===== src/rtl/grf_scoreboard_if.sv =====
// Issue/retire/status bundle between the decode and writeback stages and the
// GRF write scoreboard.
interface grf_scoreboard_if #(
  parameter int CNT_W = 2
);
  // Decode-stage issue request
  logic             IssueValid;
  logic [4:0]       Rs;
  logic [4:0]       Rt;
  logic             UseRs;
  logic             UseRt;
  logic [4:0]       Rd;
  logic             RegDst;
  logic             WriteEn;
  logic             JL;

  // Writeback retire and pipeline control
  logic             RetireValid;
  logic [4:0]       RetireReg;
  logic             Flush;

  // Scoreboard status
  logic             Stall;
  logic             Issued;
  logic [31:0]      Busy;
  logic [CNT_W+4:0] PendingCount;
  logic             Underflow;

  modport master (
    output IssueValid, Rs, Rt, UseRs, UseRt, Rd, RegDst, WriteEn, JL,
    output RetireValid, RetireReg, Flush,
    input  Stall, Issued, Busy, PendingCount, Underflow
  );

  modport slave (
    input  IssueValid, Rs, Rt, UseRs, UseRt, Rd, RegDst, WriteEn, JL,
    input  RetireValid, RetireReg, Flush,
    output Stall, Issued, Busy, PendingCount, Underflow
  );
endinterface


===== src/rtl/grf_scoreboard.sv =====
// Per-register pending-write scoreboard for the pipelined MIPS core: stalls
// decode on RAW hazards against in-flight writes and on counter saturation.
module grf_scoreboard #(
  parameter int CNT_W = 2
) (
  input logic              clk,
  input logic              Reset,
  grf_scoreboard_if.slave  sb
);

  localparam int PEND_W  = CNT_W + 5;
  localparam int MAX_CNT = (1 << CNT_W) - 1;

  typedef logic [CNT_W-1:0]  cnt_t;
  typedef logic [PEND_W-1:0] pend_t;

  cnt_t        cnt      [32];
  cnt_t        cntNext  [32];
  logic [31:0] busyQ;
  logic [31:0] busyNext;
  pend_t       pendQ;
  pend_t       pendNext;
  logic        underflowQ;

  logic [4:0]  dest;
  logic        destTracked;
  logic        hazard;
  logic        saturated;
  logic        stall;
  logic        issued;
  logic [31:0] incVec;
  logic [31:0] decVec;
  logic        underflowHit;

  // Destination select mirrors the GRF write-port mux.
  always_comb begin
    dest        = sb.JL ? 5'd31 : (sb.RegDst ? sb.Rd : sb.Rt);
    destTracked = sb.WriteEn & (dest != 5'd0);
  end

  // Hazard looks only at registered Busy: a retire in the same cycle does not
  // release a waiting reader until the following cycle.
  always_comb begin
    hazard    = (sb.UseRs & (sb.Rs != 5'd0) & busyQ[sb.Rs])
              | (sb.UseRt & (sb.Rt != 5'd0) & busyQ[sb.Rt]);
    saturated = destTracked & (cnt[dest] == cnt_t'(MAX_CNT));
    stall     = sb.IssueValid & (~Reset | hazard | saturated);
    issued    = sb.IssueValid & ~stall & ~sb.Flush;
  end

  // NOTE: every always_comb output gets a default before the loop so no
  // path leaves a variable unassigned and a latch can never be inferred.
  always_comb begin
    incVec   = '0;
    decVec   = '0;
    busyNext = '0;
    for (int n = 0; n < 32; n++) begin
      cntNext[n] = cnt[n];
    end
    for (int n = 1; n < 32; n++) begin
      incVec[n]   = issued & destTracked & (dest == 5'(n));
      decVec[n]   = sb.RetireValid & (sb.RetireReg == 5'(n))
                  & ((cnt[n] != '0) | incVec[n]);
      cntNext[n]  = cnt[n] + cnt_t'(incVec[n]) - cnt_t'(decVec[n]);
      busyNext[n] = (cntNext[n] != '0);
    end
  end

  always_comb begin
    pendNext     = pendQ + pend_t'(|incVec) - pend_t'(|decVec);
    underflowHit = sb.RetireValid & (sb.RetireReg != 5'd0)
                 & (cnt[sb.RetireReg] == '0) & ~incVec[sb.RetireReg]
                 & ~sb.Flush;
  end

  // NOTE: state uses non-blocking assignments so every flop samples the
  // pre-edge values computed above, independent of statement order.
  // NOTE: the counter array is reset explicitly; it is only 32 small
  // counters in flops, and Busy/Stall depend on it being defined.
  always_ff @(posedge clk) begin
    if (!Reset) begin
      for (int n = 0; n < 32; n++) begin
        cnt[n] <= '0;
      end
      busyQ      <= '0;
      pendQ      <= '0;
      underflowQ <= 1'b0;
    end else if (sb.Flush) begin
      for (int n = 0; n < 32; n++) begin
        cnt[n] <= '0;
      end
      busyQ <= '0;
      pendQ <= '0;
    end else begin
      for (int n = 0; n < 32; n++) begin
        cnt[n] <= cntNext[n];
      end
      busyQ      <= busyNext;
      pendQ      <= pendNext;
      underflowQ <= underflowQ | underflowHit;
    end
  end

  assign sb.Stall        = stall;
  assign sb.Issued       = issued;
  assign sb.Busy         = busyQ;
  assign sb.PendingCount = pendQ;
  assign sb.Underflow    = underflowQ;

endmodule


===== src/flat_wrapper.sv =====
// flat-port wrapper written by rule: the top's interface ports become plain ports
module grf_scoreboard_flat 
#(
  parameter int CNT_W = 2
)
  (clk, Reset, sb_IssueValid, sb_Rs, sb_Rt, sb_UseRs, sb_UseRt, sb_Rd, sb_RegDst, sb_WriteEn, sb_JL, sb_RetireValid, sb_RetireReg, sb_Flush, sb_Stall, sb_Issued, sb_Busy, sb_PendingCount, sb_Underflow);
  grf_scoreboard_if #(.CNT_W(CNT_W)) sb_i ();
  input logic clk;
  input logic Reset;
  input wire logic [$bits(sb_i.IssueValid)-1:0] sb_IssueValid;
  input wire logic [$bits(sb_i.Rs)-1:0] sb_Rs;
  input wire logic [$bits(sb_i.Rt)-1:0] sb_Rt;
  input wire logic [$bits(sb_i.UseRs)-1:0] sb_UseRs;
  input wire logic [$bits(sb_i.UseRt)-1:0] sb_UseRt;
  input wire logic [$bits(sb_i.Rd)-1:0] sb_Rd;
  input wire logic [$bits(sb_i.RegDst)-1:0] sb_RegDst;
  input wire logic [$bits(sb_i.WriteEn)-1:0] sb_WriteEn;
  input wire logic [$bits(sb_i.JL)-1:0] sb_JL;
  input wire logic [$bits(sb_i.RetireValid)-1:0] sb_RetireValid;
  input wire logic [$bits(sb_i.RetireReg)-1:0] sb_RetireReg;
  input wire logic [$bits(sb_i.Flush)-1:0] sb_Flush;
  output wire logic [$bits(sb_i.Stall)-1:0] sb_Stall;
  output wire logic [$bits(sb_i.Issued)-1:0] sb_Issued;
  output wire logic [$bits(sb_i.Busy)-1:0] sb_Busy;
  output wire logic [$bits(sb_i.PendingCount)-1:0] sb_PendingCount;
  output wire logic [$bits(sb_i.Underflow)-1:0] sb_Underflow;
  assign sb_i.IssueValid = sb_IssueValid;
  assign sb_i.Rs = sb_Rs;
  assign sb_i.Rt = sb_Rt;
  assign sb_i.UseRs = sb_UseRs;
  assign sb_i.UseRt = sb_UseRt;
  assign sb_i.Rd = sb_Rd;
  assign sb_i.RegDst = sb_RegDst;
  assign sb_i.WriteEn = sb_WriteEn;
  assign sb_i.JL = sb_JL;
  assign sb_i.RetireValid = sb_RetireValid;
  assign sb_i.RetireReg = sb_RetireReg;
  assign sb_i.Flush = sb_Flush;
  assign sb_Stall = sb_i.Stall;
  assign sb_Issued = sb_i.Issued;
  assign sb_Busy = sb_i.Busy;
  assign sb_PendingCount = sb_i.PendingCount;
  assign sb_Underflow = sb_i.Underflow;
  grf_scoreboard #(.CNT_W(CNT_W)) u_core (.clk(clk), .Reset(Reset), .sb(sb_i));
endmodule

===== config.mk =====
export PLATFORM = sky130hd
export DESIGN_NAME = grf_scoreboard_flat
export DESIGN_NICKNAME = d
export VERILOG_FILES = /design/src/rtl/grf_scoreboard_if.sv /design/src/rtl/grf_scoreboard.sv /design/src/flat_wrapper.sv
export SDC_FILE = /design/constraint.sdc
export NUM_CORES = 1
export LEC_CHECK = 0
export CAP_MARGIN = 20
export CORE_MARGIN = 2
export CORE_UTILIZATION = 40
export DETAILED_ROUTE_END_ITERATION = 10
export PLACE_DENSITY = 0.66
export SLEW_MARGIN = 10
export SYNTH_ARGS = -nofsm -noshare
export SYNTH_HDL_FRONTEND = slang
export SYNTH_SLANG_ARGS = --single-unit
export TNS_END_PERCENT = 100

===== constraint.sdc =====
create_clock -name clk -period 12.22 [get_ports clk]
set_input_delay 1.222 -clock clk [delete_from_list [all_inputs] [get_ports clk]]
set_output_delay 1.222 -clock clk [all_outputs]
set_load 0.03 [all_outputs]

==> impl_metrics.json, run 1 <==
{
  "swShare_pct": 32.7,
  "syn_avg_cell_area_sq_um": 9.32,
  "clkPwrFrac_pct": 31.5,
  "p_switching_mw": 0.305,
  "finalSetupViolCount": 0,
  "via_count": 6750,
  "clock_skew_ns": 0.0145,
  "synth.area.top_cells": "edfxtp_1, ha_1, dfxtp_1",
  "dieArea_sq_mm": 0.0208,
  "hpwlAfterDp_um": 18800,
  "yosys_warnings": 0,
  "synthToLayoutAreaGrowth_pct": 18.4,
  "hold_viol": 0,
  "grt_pass1_vias": 6576,
  "critPathMostFrequentCell": "a21o_1",
  "cpMaxStageDelayCell": "clkdlybuf4s50_1",
  "syn_inst": 844,
  "seq_area_sq_mm": 0.00264,
  "placed_cell_area_sq_mm": 0.00902,
  "hp-start": "u_core.sb.Underflow",
  "grt_pass1_wl_um": 36300,
  "grt_start_max_net_pins": 38,
  "finalWorstSetupSlack_ns": 5.09,
  "design_area_sq_mm": 0.00932,
  "cp_max_fo": 23,
  "clkLatencyLatePin_ns": 0.37,
  "cp.required_ns": 12.48,
  "dp_cells": 1212,
  "htree_levels": 3,
  "cts_tree": "yes",
  "synth_top_area_share_pct": 23.7,
  "multi_input_area_sq_mm": 0.00499,
  "drtPass1Iterations": 6,
  "seq_power_share_pct": 44.1,
  "ant_nets": 0,
  "start_util_pct": 40.6,
  "numCtsBuffers": 9,
  "core_area_sq_mm": 0.0194,
  "ys_ff_latch": 101,
  "ios": 72,
  "post-synth-top-count-cell": "nor2_1",
  "port-buffer-count": 70,
  "slew_viol_final": 0,
  "rsz0062_at_grt": "false",
  "post_cts_resized": 0,
  "p_int_mw": 0.628,
  "max_freq_mhz": 140,
  "clkSinkCount": 101,
  "drive_gt1_share_pct": 9.14,
  "r2r-end": "u_core.sb.PendingCount[6]",
  "p_comb_share_pct": 24.5,
  "yosysTopAreaCell": "edfxtp_1",
  "period_needed_ns": 7.13,
  "cts_hold_buf": 0,
  "p_per_area_mw_per_mm2": 100,
  "r2r_start": "u_core.sb.Busy[20]",
  "antenna_found_initial": 0,
  "status": "finished, final reports clean",
  "synth_common_cells": "nor2_1, inv_1, ha_1, edfxtp_1, nand2_1",
  "finalSetupTns_ns": 0,
  "final_util_pct": 48.0,
  "post-cts-setup-buffer-count": 0,
  "synth-edff-count": 62,
  "globalRouteTotalUtil_pct": 23.4,
  "reg2reg_slack_ns": 6.41,
  "syn_area_sq_mm": 0.00787,
  "fillCellCount": 1889,
  "crit_chain": "clkdlybuf4s50_1 -> mux2i_1 -> nand2_1 -> o2111ai_1 -> nor4b_1 -> a31oi_1 -> nand3_2 -> o21ai_0 -> nor4_1 -> and4_1 -> nand4_1 -> ha_1 -> inv_1 -> ha_1 -> fa_1 -> a21o_1 -> a21o_1 -> a21o_1 -> a21oi_1 -> xnor2_1 -> nor2_1",
  "max_stage_delay_ns": 0.96,
  "timing.final.crit_share_pct": 58.3,
  "end_kind": "flop",
  "dpl_worst_slack_ns": 4.75,
  "start_kind": "input port",
  "fp.dieW_um": 144,
  "fin_cells": 1228,
  "holdPathStages": 1,
  "crit_arrival_ns": 7.38,
  "synthArstFlopShare_pct": 0,
  "crit_type": "in2reg",
  "vdd_ir_drop_max_uv": 58.0,
  "diodes": 0,
  "max_cap_violations": 0,
  "tightest_slew_ns": 0.995,
  "slew_headroom_pct": 33.7,
  "wl_per_cell_um": 19.3,
  "gp_congestion": 0.975,
  "p_leak_nw": 4.23,
  "ys_seq_area_share_pct": 33.6,
  "finalNetCount": 1058,
  "hp-class": "reg2reg",
  "drc_errors": 0,
  "min_to": "u_core.sb.Underflow",
  "die_h_um": 144,
  "viasPerCell": 5.50,
  "clockBufferDepth": 2,
  "synth_flop_cell": "edfxtp_1",
  "synth_cell_types": 74,
  "cts_root_buf": "clkbuf_16",
  "rows": 51,
  "wirelength_um": 23700,
  "drtIter0Drc": 523,
  "grt.overflow.total": 0,
  "r2r_cells": 20,
  "cts.clk_slew.worst_paths_ns": 0.08
}
## layout make-up
class / instances / share of cell area, %
clock buffers: 9 / 2.42
clock inverters: 7 / 0.806
inverters: 80 / 3.22
multi-input cells: 689 / 53.6
flip-flops and latches: 101 / 28.4
well taps: 265 / 3.56
repair buffers: 77 / 8.08
## layer usage
layer,part of all wire [%],global-route usage [%]
met5,0,0
met4,3.5,10.4
met3,8.2,5.26
met2,45,36.9
met1,44,30.8
## worst max path at each step
| stage | start | cells past startpoint | endpoint | slack (ns) |
|---|---|---|---|---|
| floorplan | sb_RegDst | 21 | u_core.sb.PendingCount[6] | 6.56 |
| global placement | sb_JL | 22 | u_core.sb.PendingCount[6] | 4.72 |
| detailed placement | sb_JL | 22 | u_core.sb.PendingCount[6] | 4.75 |
| CTS | sb_RegDst | 22 | u_core.sb.PendingCount[6] | 5.14 |
| global route | sb_RegDst | 21 | u_core.sb.PendingCount[6] | 4.67 |
| finish | sb_RegDst | 21 | u_core.sb.PendingCount[6] | 5.09 |
## logic make-up (layout without fill, tap and decap cells)
kind of cell | after synthesis | after routing | synth area share [%]
muxes | 33 | 33 | 7.31
AOI/OAI and AO/OA | 118 | 118 | 11.6
DFF | 101 | 101 | 33.6
other | 2 | 63 | 0.0954
xor gates and xnor gates | 69 | 69 | 7.68
buffers and inverters | 115 | 173 | 5.99
adders and majority gates | 70 | 70 | 11.2
and+or+nand+nor | 336 | 336 | 22.5
## cells in the final DEF (no fill, tap or decap), types with 4 or more instances in the layout
master,count
o22ai_1,7
mux4_1,7
buf_4,7
and3_1,9
clkdlybuf4s50_1,70
or2_2,32
nor2_1,89
a211oi_1,12
nand3_1,18
mux2_2,5
nor2b_1,9
nand2_1,51
and4_2,4
and4_1,4
nor3_1,26
a31oi_1,5
nand4_1,14
a21oi_1,17
nor4_1,12
edfxtp_1,62
conb_1,63
dfxtp_1,39
mux2i_1,11
xnor2_1,35
and2_1,35
o311a_1,7
or3_1,5
o211ai_1,9
xor2_1,34
nand3b_1,4
inv_1,80
a21o_1,9
o21ai_0,18
mux4_2,10
ha_1,69
nand2b_1,8
clkbuf_16,9
## through the flow
step | hold slack [ns] | total power [mW]
floorplan | 0.627 | 0.563
global placement | 0.564 | 0.643
detailed placement | 0.561 | 0.644
CTS | 0.580 | 0.937
global route | 0.621 | 0.975
finish | 0.601 | 0.934
## flip-flops by register name, indices dropped and copies added, names as in the netlist
name	flops
u_core.sb.PendingCount	7
u_core.sb.Busy	31
u_core.cnt	62
u_core.sb.Underflow	1
## power groups by stage
| stage | Sequential, mW | Clock [mW] | Combinational [mW] |
|---|---|---|---|
| 2_1_floorplan | 0.430 | 0 | 0.133 |
| 3_3_place_gp | 0.419 | 0 | 0.224 |
| 3_5_place_dp | 0.419 | 0 | 0.225 |
| 4_1_cts | 0.411 | 0.299 | 0.227 |
| 5_1_grt | 0.414 | 0.312 | 0.249 |
| 6_report | 0.411 | 0.294 | 0.228 |
## critical path, delay by kind of cell
family	cells	cell delay, ns
muxes	1	0.66
and+or+nand+nor	7	2.01
buffers and inverters	2	1.00
xor gates and xnor gates	1	0.13
adders and majority gates	3	0.94
AOI/OAI and AO/OA	7	1.41
Note: power is estimated with default switching activity, not from simulation.
==> run 2: changes to the inputs <==
--- a/config.mk
+++ b/config.mk
@@ -9,7 +9,7 @@
 export CORE_MARGIN = 2
 export CORE_UTILIZATION = 40
 export DETAILED_ROUTE_END_ITERATION = 10
-export PLACE_DENSITY = 0.66
+export PLACE_DENSITY = 0.68
 export SLEW_MARGIN = 10
 export SYNTH_ARGS = -nofsm -noshare
 export SYNTH_HDL_FRONTEND = slang
==> constraint.sdc (replaced) <==
create_clock -name clk -period 6.15 [get_ports clk]
set_input_delay 0.615 -clock clk [delete_from_list [all_inputs] [get_ports clk]]
set_output_delay 0.615 -clock clk [all_outputs]
set_load 0.03 [all_outputs]
==> impl_metrics.json, run 2 (same netlist as run 1, synthesis figures left out) <==
{
  "status": "finished, final reports clean",
  "via_count": 6990,
  "whs_ns": 0.637,
  "finalSetupTns_ns": 0,
  "cts_tree": "yes",
  "final_common_cell": "nor2_1",
  "antenna_found_initial": 0,
  "vdd_ir_drop_max_uv": 96.5,
  "slew_headroom_pct": 46.6,
  "cpMaxStageDelayCell": "clkdlybuf4s50_1",
  "end_kind": "flop",
  "multi_input_area_sq_mm": 0.00499,
  "diodes": 0,
  "clock_skew_ns": 0.00656,
  "viasPerCell": 5.47,
  "start_kind": "input port",
  "globalRouteTotalUtil_pct": 23.9,
  "die_h_um": 144,
  "dieArea_sq_mm": 0.0208,
  "critPathBufInv": 5,
  "slew_viol_final": 0,
  "drive_gt1_share_pct": 13.5,
  "hp-class": "reg2reg",
  "ios": 72,
  "mostFrequentLayoutCells": "nor2_1, inv_1, clkdlybuf4s50_1",
  "clockBufferDepth": 2,
  "cts_root_buf": "clkbuf_16",
  "design_area_sq_mm": 0.00970,
  "drtIter0Drc": 556,
  "post-cts-setup-buffer-count": 0,
  "start_util_pct": 40.6,
  "clkSinkCount": 101,
  "max_cap_violations": 0,
  "p_per_area_mw_per_mm2": 193,
  "wirelength_um": 24300,
  "critPathMostFrequentCell": "a21o_1",
  "largest_register": "u_core.cnt",
  "timing.final.crit_share_pct": 91.1,
  "period_needed_ns": 5.60,
  "wl_per_cell_um": 19.0,
  "seq_area_sq_mm": 0.00264,
  "crit_chain": "clkdlybuf4s50_1 -> buf_12 -> mux2i_1 -> buf_4 -> nand2_1 -> o2111ai_1 -> nor4b_1 -> a31oi_1 -> buf_4 -> nand4_1 -> a21oi_1 -> nor4_1 -> o311a_1 -> nand4_1 -> ha_1 -> inv_1 -> ha_1 -> fa_1 -> a21o_1 -> a21o_1 -> a21o_1 -> a21oi_1 -> xnor2_1 -> nor2_1",
  "max_freq_mhz": 178,
  "ant_nets": 0,
  "path_delay_family": "compound AO/OA/AOI/OAI gates",
  "crit_type": "in2reg",
  "tightest_slew_ns": 0.798,
  "grt_pass1_vias": 6744,
  "largest_reg_flops": 62,
  "cp_max_fo": 21,
  "drc_errors": 0,
  "rsz0062_at_grt": "false",
  "finalNetCount": 1107,
  "clkLatencyLatePin_ns": 0.37,
  "rows": 51,
  "hpwlAfterDp_um": 19700,
  "cts.clk_slew.worst_paths_ns": 0.07,
  "drtPass1Iterations": 7,
  "grt_pass1_wl_um": 37200,
  "post_cts_resized": 0,
  "p_leak_nw": 4.48,
  "grt_start_max_net_pins": 37,
  "cts_hold_buf": 0,
  "numCtsBuffers": 9,
  "crit_arrival_ns": 5.85,
  "grt.overflow.total": 0,
  "placed_cell_area_sq_mm": 0.00941,
  "gp_congestion": 1.01,
  "htree_levels": 3,
  "fillCellCount": 1859,
  "cp.required_ns": 6.40,
  "fp.dieW_um": 144,
  "synthToLayoutAreaGrowth_pct": 23.2,
  "hold_viol": 0,
  "max_stage_delay_ns": 0.51,
  "core_area_sq_mm": 0.0194,
  "finalSetupViolCount": 0,
  "port-buffer-count": 70
}
run 2: worst reg2reg max path: stages, from the launching register on:
cell and delay [ns]:
dfxtp_1 0.43, mux4_2 0.27, nor2b_1 0.04, or3_1 0.38, a2111oi_4 0.44, a311oi_4 0.13
buf_4 0.23, and4_2 0.20, o311a_1 0.33, a2111oi_0 0.34, and4_1 0.25, nand4_1 0.10
ha_1 0.29, inv_1 0.04, ha_1 0.21, fa_1 0.39, a21o_1 0.17, a21o_1 0.18
a21o_1 0.17, a21oi_1 0.17, xnor2_1 0.13, nor2_1 0.05
run 2: layout make-up:
| type | instances | area share (%) |
|---|---|---|
| timing repair buffer | 126 | 11.8 |
| clock inverter | 7 | 0.671 |
| sequential | 101 | 27.3 |
| clock buffer | 9 | 2.32 |
| multi-input combinational | 689 | 51.4 |
| tap | 265 | 3.42 |
| inverter | 80 | 3.10 |
run 2: path summary, 6_finish.rpt:
path | endpoint | depth (start not counted) | from | slack (ns)
min | u_core.sb.PendingCount[6] | 3 | u_core.sb.PendingCount[6] | 0.64
max | u_core.sb.PendingCount[6] | 24 | sb_RegDst | 0.55
min reg2reg | u_core.sb.PendingCount[6] | 3 | u_core.sb.PendingCount[6] | 0.64
max reg2reg | u_core.sb.PendingCount[6] | 21 | u_core.sb.Busy[6] | 1.11
run 2: report_power, final:
part | switching (mW) | total, mW | leakage, nW | internal, mW
combinational | 0.271 | 0.488 | 3.37 | 0.218
clock | 0.287 | 0.574 | 0.146 | 0.286
sequential | 0.0476 | 0.813 | 0.959 | 0.765
run 2: through the flow:
stage          cells  utilization (%)  total power [mW]  worst slack [ns]
4_1_cts         1277             50.0              1.88             0.612
2_1_floorplan    905                -              1.12              1.10
5_1_grt         1277             50.0              1.96             0.182
6_report        1277             50.0              1.87             0.546
3_3_place_gp    1261             48.5              1.30             0.219
3_5_place_dp    1261             48.5              1.31             0.219
run 2: layer usage:
layer / GRT usage, % / wire, um / share of wire, % / up-vias
li1: - / - / - / 3291
met1: 32.5 / 10800 / 44 / 3315
met2: 37.8 / 10800 / 45 / 327
met3: 4.14 / 1800 / 7.4 / 57
met4: 9.50 / 849 / 3.5 / 0
met5: 0 / 0 / 0 / -
==> run 3: changes to the inputs <==
--- a/config.mk
+++ b/config.mk
@@ -9,6 +9,7 @@
 export CORE_MARGIN = 2
 export CORE_UTILIZATION = 40
 export DETAILED_ROUTE_END_ITERATION = 10
+export GPL_ROUTABILITY_DRIVEN = 0
 export PLACE_DENSITY = 0.68
 export SLEW_MARGIN = 10
 export SYNTH_ARGS = -nofsm -noshare
==> impl_metrics.json, run 3 (same netlist as run 1, synthesis figures left out) <==
{
  "status": "finished, final reports clean",
  "timing.final.crit_share_pct": 94.7,
  "rsz0062_at_grt": "false",
  "die_h_um": 144,
  "crit_type": "in2reg",
  "swShare_pct": 31.3,
  "rows": 51,
  "finalSetupTns_ns": 0,
  "grt.overflow.total": 0,
  "start_util_pct": 40.6,
  "crit_arrival_ns": 6.06,
  "cts_root_buf": "clkbuf_16",
  "diodes": 0,
  "final_common_cell": "nor2_1",
  "synthToLayoutAreaGrowth_pct": 22.8,
  "antenna_found_initial": 1,
  "post-cts-setup-buffer-count": 0,
  "r2r-end": "u_core.sb.PendingCount[6]",
  "numCtsBuffers": 9,
  "dpl_worst_slack_ns": 0.107,
  "slew_headroom_pct": 36.4,
  "clock_skew_ns": 0.0130,
  "holdPathStages": 1,
  "finalNetCount": 1100,
  "wirelength_um": 24000,
  "reg2reg_slack_ns": 1.02,
  "vdd_ir_drop_max_uv": 108,
  "seq_power_share_pct": 43.1,
  "viasPerCell": 5.52,
  "p_int_mw": 1.30,
  "placed_cell_area_sq_mm": 0.00935,
  "tightest_slew_ns": 0.949,
  "p_switching_mw": 0.592,
  "globalRouteTotalUtil_pct": 23.3,
  "r2r_cells": 22,
  "cts.clk_slew.worst_paths_ns": 0.08,
  "grt_pass1_vias": 6535,
  "max_freq_mhz": 172,
  "wl_per_cell_um": 18.9,
  "clkSinkCount": 101,
  "cp_max_fo": 21,
  "hp-start": "u_core.sb.Underflow",
  "fillCellCount": 1855,
  "max_cap_violations": 0,
  "htree_levels": 3,
  "start_kind": "input port",
  "drive_gt1_share_pct": 12.9,
  "slew_viol_final": 0,
  "cts_tree": "yes",
  "mostFrequentLayoutCells": "nor2_1, inv_1, clkdlybuf4s50_1",
  "cp.required_ns": 6.39,
  "cts_hold_buf": 0,
  "fp.dieW_um": 144,
  "post_cts_resized": 0,
  "drtIter0Drc": 704,
  "hp-class": "reg2reg",
  "drtPass1Iterations": 8,
  "port-buffer-count": 70,
  "clockBufferDepth": 2,
  "report.power.total_mw": 1.89,
  "via_count": 7016,
  "p_per_area_mw_per_mm2": 196,
  "hold_viol": 0,
  "hpwlAfterDp_um": 19100,
  "dieArea_sq_mm": 0.0208,
  "final_util_pct": 49.8,
  "ios": 72,
  "finalWorstSetupSlack_ns": 0.328,
  "dp_cells": 1254,
  "period_needed_ns": 5.82,
  "fin_cells": 1270,
  "drc_errors": 0,
  "r2r_start": "u_core.sb.Busy[6]",
  "clkLatencyLatePin_ns": 0.37,
  "whs_ns": 0.599,
  "min_to": "u_core.sb.Underflow",
  "core_area_sq_mm": 0.0194,
  "design_area_sq_mm": 0.00966,
  "largest_register": "u_core.cnt",
  "grt_start_max_net_pins": 37,
  "p_leak_nw": 4.44,
  "clkPwrFrac_pct": 31.6,
  "end_kind": "flop",
  "p_comb_share_pct": 25.3,
  "grt_pass1_wl_um": 36100,
  "largest_reg_flops": 62,
  "ant_nets": 0,
  "finalSetupViolCount": 0
}
==> run 3: cell types whose count changed in the layout (fill, tap and decap cells not counted) <==
cell,previous run,this run
buf_4,54,47
clkinvlp_4,0,1
bufinv_16,0,1
inv_8,3,1
==> run 3: per-layer routing <==
layer	vias up	track usage, %	routed length (um)
met5	-	0	0
met1	3301	31.2	10300
met3	66	3.94	2170
met2	378	37.3	10700
met4	0	9.81	857
li1	3271	-	-
==> run 3: worst max-delay path, cell delays in order <==
cell and delay [ns]:
clkdlybuf4s50_1 0.52, buf_12 0.17, mux2i_1 0.43, buf_4 0.22, nand2_1 0.14, o2111ai_1 0.21, nor4b_1 0.35, a31oi_1 0.20
nand3_2 0.12, buf_4 0.20, o22ai_1 0.14, nor4_1 0.48, o311a_1 0.31, nand4_1 0.13, ha_1 0.29, inv_1 0.04
ha_1 0.21, fa_1 0.39, a21o_1 0.16, a21o_1 0.19, a21o_1 0.18, a21oi_1 0.17, xnor2_1 0.13, nor2_1 0.05
==> run 3: final cells by class <==
class,count,area [sq um],area share (%)
Clock buffer,9,225,2.33
Clock inverter,7,80.1,0.829
Inverter,80,300,3.11
Multi-Input combinational cell,689,4990,51.6
Sequential cell,101,2640,27.4
Tap cell,265,332,3.43
Timing Repair Buffer,119,1090,11.3
==> run 3: how the worst max path moves through the flow <==
| stage | from | to | slack, ns | depth (start not counted) |
|---|---|---|---|---|
| after floorplan | sb_RegDst | u_core.sb.PendingCount[6] | 1.10 | 21 |
| after global placement | sb_RegDst | u_core.sb.PendingCount[6] | 0.09 | 24 |
| after detailed placement | sb_RegDst | u_core.sb.PendingCount[6] | 0.11 | 24 |
| after CTS | sb_RegDst | u_core.sb.PendingCount[6] | 0.48 | 24 |
| after global routing | sb_RegDst | u_core.sb.PendingCount[6] | 0.13 | 23 |
| final | sb_RegDst | u_core.sb.PendingCount[6] | 0.33 | 24 |
==> run 3: power by group through the flow <==
stage	Sequential (mW)	Combinational (mW)	Clock (mW)
2_1_floorplan	0.855	0.264	0
3_3_place_gp	0.829	0.467	0
3_5_place_dp	0.829	0.470	0
4_1_cts	0.814	0.473	0.609
5_1_grt	0.820	0.519	0.627
6_report	0.815	0.478	0.598
